--- config.mk ---
export PLATFORM = sky130hd
export DESIGN_NAME = bcd_digits_to_binary
export DESIGN_NICKNAME = d
export VERILOG_FILES = /design/src/rtl/bcd_digits_to_binary.sv
export SDC_FILE = /design/constraint.sdc
export NUM_CORES = 1
export LEC_CHECK = 0
export ABC_CLOCK_PERIOD_IN_PS = 3240
export CORE_MARGIN = 8
export CORE_UTILIZATION = 50
export DETAILED_ROUTE_END_ITERATION = 8
export GPL_ROUTABILITY_DRIVEN = 0
export PLACE_DENSITY_LB_ADDON = 0.1
export SLEW_MARGIN = 10
export SYNTH_ARGS = -nofsm -noshare
export SYNTH_HDL_FRONTEND = slang
export SYNTH_SLANG_ARGS = --single-unit
export TNS_END_PERCENT = 30
--- constraint.sdc ---
create_clock -name clk -period 3.24 [get_ports clk]
set_input_delay 0.648 -clock clk [delete_from_list [all_inputs] [get_ports clk]]
set_output_delay 0.648 -clock clk [all_outputs]
set_load 0.1 [all_outputs]
--- src/rtl/bcd_digits_to_binary.sv ---
// bcd_digits_to_binary
// Sequential BCD-to-binary converter. A start pulse captures NUM_DIGITS packed
// BCD digits. They are folded most-significant-first as value = value*10 + digit,
// one digit per clock. The result and the done/error flags are held in registers
// so that they can be read directly as a readdata word.
//
// Ports:
//   clk       in   system clock
//   reset_n   in   asynchronous active-low reset
//   start     in   single-cycle request; digits_in sampled on the same edge
//   digits_in in   packed BCD, digit k = [4k+3:4k], digit0 least significant
//   busy      out  high while a conversion is in progress
//   done      out  sticky result-valid flag, cleared by the next accepted start
//   error     out  a sampled digit was greater than 9 (valid when done=1)
//   value     out  binary result (valid when done=1)
module bcd_digits_to_binary #(
  parameter int NUM_DIGITS = 6,
  parameter int OUT_WIDTH  = 20
) (
  input  logic                    clk,
  input  logic                    reset_n,
  input  logic                    start,
  input  logic [4*NUM_DIGITS-1:0] digits_in,
  output logic                    busy,
  output logic                    done,
  output logic                    error,
  output logic [OUT_WIDTH-1:0]    value
);

  localparam int CNT_W = (NUM_DIGITS > 1) ? $clog2(NUM_DIGITS) : 1;
  localparam logic [CNT_W-1:0] CNT_LAST = CNT_W'(NUM_DIGITS - 1);
  localparam logic [CNT_W-1:0] CNT_ONE  = {{(CNT_W-1){1'b0}}, 1'b1};
  localparam logic [CNT_W-1:0] CNT_ZERO = {CNT_W{1'b0}};

  typedef enum logic [1:0] {
    S_IDLE    = 2'd0,
    S_CONVERT = 2'd1,
    S_DONE    = 2'd2
  } state_e;

  // Returns 1 when any nibble of the packed word is not a decimal digit.
  function automatic logic has_bad_digit(input logic [4*NUM_DIGITS-1:0] d);
    logic bad;
    bad = 1'b0;
    for (int k = 0; k < NUM_DIGITS; k++) begin
      if (d[4*k +: 4] > 4'd9) begin
        bad = 1'b1;
      end else begin
        bad = bad;
      end
    end
    return bad;
  endfunction

  // acc*10 + digit, built as (acc<<3) + (acc<<1) + digit. No multiplier is
  // used, and the result wraps at OUT_WIDTH bits.
  function automatic logic [OUT_WIDTH-1:0] times10_add(
    input logic [OUT_WIDTH-1:0] acc,
    input logic [3:0]           digit
  );
    return {acc[OUT_WIDTH-4:0], 3'b000} + {acc[OUT_WIDTH-2:0], 1'b0} +
           {{(OUT_WIDTH-4){1'b0}}, digit};
  endfunction

  state_e                  state_q, state_d;
  logic [4*NUM_DIGITS-1:0] digits_q, digits_d;
  logic [OUT_WIDTH-1:0]    acc_q, acc_d;
  logic [CNT_W-1:0]        cnt_q, cnt_d;
  logic [OUT_WIDTH-1:0]    value_q, value_d;
  logic                    done_q, done_d;
  logic                    error_q, error_d;
  logic                    busy_q, busy_d;

  logic [3:0]              digit_s;
  logic [OUT_WIDTH-1:0]    acc_next_s;

  assign digit_s    = digits_q[4*cnt_q +: 4];
  assign acc_next_s = times10_add(acc_q, digit_s);

  // Next-state and output logic. value only moves at completion or on an
  // invalid request, so a reader never sees a partial sum.
  always_comb begin
    state_d  = state_q;
    digits_d = digits_q;
    acc_d    = acc_q;
    cnt_d    = cnt_q;
    value_d  = value_q;
    done_d   = done_q;
    error_d  = error_q;
    busy_d   = busy_q;

    case (state_q)
      S_IDLE, S_DONE: begin
        if (start) begin
          digits_d = digits_in;
          acc_d    = {OUT_WIDTH{1'b0}};
          cnt_d    = CNT_LAST;
          if (has_bad_digit(digits_in)) begin
            // Invalid input completes immediately with an error result.
            state_d = S_DONE;
            value_d = {OUT_WIDTH{1'b0}};
            done_d  = 1'b1;
            error_d = 1'b1;
            busy_d  = 1'b0;
          end else begin
            state_d = S_CONVERT;
            done_d  = 1'b0;
            error_d = 1'b0;
            busy_d  = 1'b1;
          end
        end else begin
          state_d = state_q;
        end
      end
      S_CONVERT: begin
        // A start pulse in this state is ignored.
        acc_d = acc_next_s;
        if (cnt_q == CNT_ZERO) begin
          state_d = S_DONE;
          value_d = acc_next_s;
          done_d  = 1'b1;
          error_d = 1'b0;
          busy_d  = 1'b0;
        end else begin
          cnt_d = cnt_q - CNT_ONE;
        end
      end
      default: begin
        // An unreachable encoding falls back to a clean idle state.
        state_d = S_IDLE;
        busy_d  = 1'b0;
        done_d  = 1'b0;
        error_d = 1'b0;
      end
    endcase
  end

  // State and datapath registers. Reset clears everything, including a
  // conversion that is in progress.
  always_ff @(posedge clk or negedge reset_n) begin
    if (!reset_n) begin
      state_q  <= S_IDLE;
      digits_q <= {(4*NUM_DIGITS){1'b0}};
      acc_q    <= {OUT_WIDTH{1'b0}};
      cnt_q    <= CNT_ZERO;
      value_q  <= {OUT_WIDTH{1'b0}};
      done_q   <= 1'b0;
      error_q  <= 1'b0;
      busy_q   <= 1'b0;
    end else begin
      state_q  <= state_d;
      digits_q <= digits_d;
      acc_q    <= acc_d;
      cnt_q    <= cnt_d;
      value_q  <= value_d;
      done_q   <= done_d;
      error_q  <= error_d;
      busy_q   <= busy_d;
    end
  end

  assign busy  = busy_q;
  assign done  = done_q;
  assign error = error_q;
  assign value = value_q;

endmodule

==> results.toml <==
[layout]
drive_above_1_share_pct = 18.0
multi_input_area_um2 = 2320
final_util_pct = 62.0
fillerInstances = 697
n_antenna_cell = 0
regArea_um2 = 1750
finalNetCount = 561
syn2layout_area_growth_pct = 22.4
stdcell_count = 605

[pwr]
p_per_area_nw_per_um2 = 412
irDropWorstVdd_mv = 0.262
p_total_mw = 2.06
p_leak_nw = 2.54

[logic_synthesis]
synthFlopType = "dfrtp_1"
ys.warnings.count = 0
mappedNetlistArea_um2 = 4100
synth_edf_count = 0
synth_fp_nets = 505
syn_inst = 440
ys_ff_latch = 70
synth-compound-area-share_pct = 15.9
yosys.area.top_type = "dfrtp_1"
synth_adder_area_share_pct = 12.0
synthSimpleGateAreaFrac_pct = 19.5
ys_async_sr_fraction_pct = 100
yosysSeqAreaShare_pct = 42.7
synth-xor-area-share_pct = 2.35
synth_cell_types = 49
synth.avg_cell_area_um2 = 9.31
synth_top_family_by_area = "simple AND/OR/NAND/NOR gates"
yosys-mux-area-fraction_pct = 4.49
synth_area_leaders = "dfrtp_1 43%, nand2_1 11%, ha_1 11%, o21ai_0 3.9%, a21oi_1 2.2%"
synth_top_cell_area_share_pct = 42.7

[timing]
max-slew-margin-rel_pct = 38.1
hold_violations = 0
clock-skew-final_ns = 0.0113
setup_tns_ns = -0.0112
final-setup-viol-count = 1
period_minus_slack_ns = 3.25
fin_crit_sh_pct = 100
worst_slew_pin_slew_ns = 0.926
rsz0062_at_grt = "true"
slew_violations = 0
setup_slack_ns = -0.0112
fmax_mhz = 308

[critical_path]
startpoint_type = "flip-flop"
critical-path-slowest-cell = "mux4_2"
critical_path.startpoint = "cnt_q[0]$_DFFE_PN0P_"
r2r_slack_ns = -0.01
crit_type = "flip-flop to flip-flop"
r2r_end = "value[9]$_DFFE_PN0P_"
endpoint = "value[9]$_DFFE_PN0P_"
worstSetupEndpointType = "flip-flop"
r2r_cells = 11
max_stage_delay_ns = 0.51
rr_startpoint = "cnt_q[0]$_DFFE_PN0P_"
cp_data_required_time_ns = 3.53
path_cells = "mux4_2 > a21oi_2 > fa_1 > inv_2 > ha_4 > a21o_1 > nand4_1 > a21boi_2 > or4b_4 > a41oi_2 > mux2_4"
arrival_ns = 3.54
crit_fanout = 4

[die]
die_area_um2 = 11300
start_util_pct = 50.6
pin_count = 50
dieWidth_um = 107
dieHeight_um = 107
core_region_area_um2 = 8090
rows = 33

[global_routing]
grt_pass1_wl_um = 16700
antenna_found_initial = 0
overflow = 0
grt_usage_pct = 18.1
grt_pass1_vias = 3495
grt_max_degree = 71

[route]
wire_per_inst_um = 16.1
drt_iter0_markers = 129
routed_via_density = 5.57
first_pass_iters = 4
drc_errors = 0
antenna_left = 0
totalWireLength_um = 9770
vias = 3369

[outcome]
status = "finished with violations"
violations = "setup timing"

[placed_design]
dp_hpwl_um = 7250
placed_cells = 587
port_buffers = 49

[clock_tree]
numCtsBuffers = 9
cts_buffer_depth = 2
cts.sinks = 70
htree_levels = 3
cts_tree = "yes"
insertion_delay_ns = 0.35
path_clk_slew_ns = 0.08
cts_root_buf = "clkbuf_8"

[flow_run]
maxCapViolations = 0

[worst_hold_path]
hp-class = "flip-flop to flip-flop"
cells by family (layout without fill, tap and decap cells):
logic type | Yosys count | after routing
AOI/OAI and AO/OA | 95 | 95
xor gates and xnor gates | 11 | 11
adders and majority gates | 38 | 38
buffers and inverters | 32 | 92
DFF | 70 | 70
muxes | 13 | 13
and+or+nand+nor | 181 | 181
cell type report:
cell class	instances	area share, %
tap	105	2.62
sequential	70	34.9
multi-input combinational	338	46.2
clock inverter	5	1.67
inverter	12	0.898
clock buffer	10	2.74
timing repair buffer	65	10.9
critical path, delay by kind of cell, from the launching register on:
kind | cells | cell delay, ns
flip-flops | 1 | 0.41
multiplexers | 2 | 0.69
adder cells (fa/ha/maj) | 2 | 0.68
buffers and inverters | 1 | 0.10
AND/OR/NAND/NOR | 2 | 0.67
AO/OA/AOI/OAI | 4 | 0.65
how the worst min path moves through the flow:
stage	startpoint	endpoint	slack (ns)	depth (start not counted)
CTS	digits_q[15]$_DFFE_PN0P_	digits_q[15]$_DFFE_PN0P_	0.48	2
detailed placement	digits_q[15]$_DFFE_PN0P_	digits_q[15]$_DFFE_PN0P_	0.46	2
global route	digits_q[3]$_DFFE_PN0P_	digits_q[3]$_DFFE_PN0P_	0.52	2
finish	digits_q[15]$_DFFE_PN0P_	digits_q[15]$_DFFE_PN0P_	0.48	2
floorplan	reset_n	acc_q[0]$_DFFE_PN0P_	0.35	0
global placement	digits_q[4]$_DFFE_PN0P_	digits_q[4]$_DFFE_PN0P_	0.46	2
per-layer routing:
metal	global-route usage [%]	up-vias	part of all wire, %
met4	6.93	0	1.1
li1	-	1650	-
met3	3.39	9	3.9
met5	0	-	0
met2	31.7	68	51
met1	21.6	1642	44
power breakdown:
group          switching, mW  total, mW  leakage, nW  internal [mW]
clock network          0.352      0.804        0.105          0.452
registers             0.0329      0.950        0.918          0.917
logic                  0.173      0.311         1.52          0.139
what timing repair did:
item	CTS	global route
resized for setup	4	16
hold buffers	0	0
setup endpoints to repair	13	18
pin swaps	2	12
buffers inserted	0	3
cell usage after synthesis, types with 3 or more instances:
cell,count
a22o_1,10
nor2b_1,4
clkbuf_1,16
xor2_1,3
o21ai_0,32
o21a_1,4
and3_1,3
a21o_1,7
or3_1,5
ha_1,36
o31ai_1,3
mux4_2,4
mux2i_1,6
nand2_1,122
buf_2,4
mux2_2,3
nand4_1,8
nand3_1,5
nor3_1,5
xnor2_1,8
inv_1,12
nor2_1,16
dfrtp_1,70
a21oi_1,18
a21oi_2,3
nand2b_1,4
metrics by stage:
stage / setup WS [ns] / hold WS (ns) / area (um^2)
6_report: -0.0112 / 0.477 / 5020
5_1_grt: -0.166 / 0.518 / 5020
4_1_cts: -0.0167 / 0.481 / 4920
2_1_floorplan: -0.0119 / 0.352 / 4110
3_5_place_dp: -0.134 / 0.463 / 4680
3_3_place_gp: -0.0555 / 0.462 / 4680
cells in the final DEF, fill, tap and decap left out, types with 7 or more instances in the layout:
cell | synthesis | layout
a21o_1 | 7 | 7
a21oi_1 | 18 | 16
a22o_1 | 10 | 10
buf_4 | 0 | 39
clkbuf_8 | 0 | 10
clkdlybuf4s50_1 | 0 | 25
dfrtp_1 | 70 | 69
ha_1 | 36 | 34
inv_1 | 12 | 10
nand2_1 | 122 | 122
nand4_1 | 8 | 8
nor2_1 | 16 | 16
o21ai_0 | 32 | 28
registers in the layout, summed over array words and instances (netlist names):
register / flops
digits_q: 24
value: 20
acc_q: 19
cnt_q: 3
state_q: 2
busy: 1
error: 1
(Power assumes the default switching activity.)
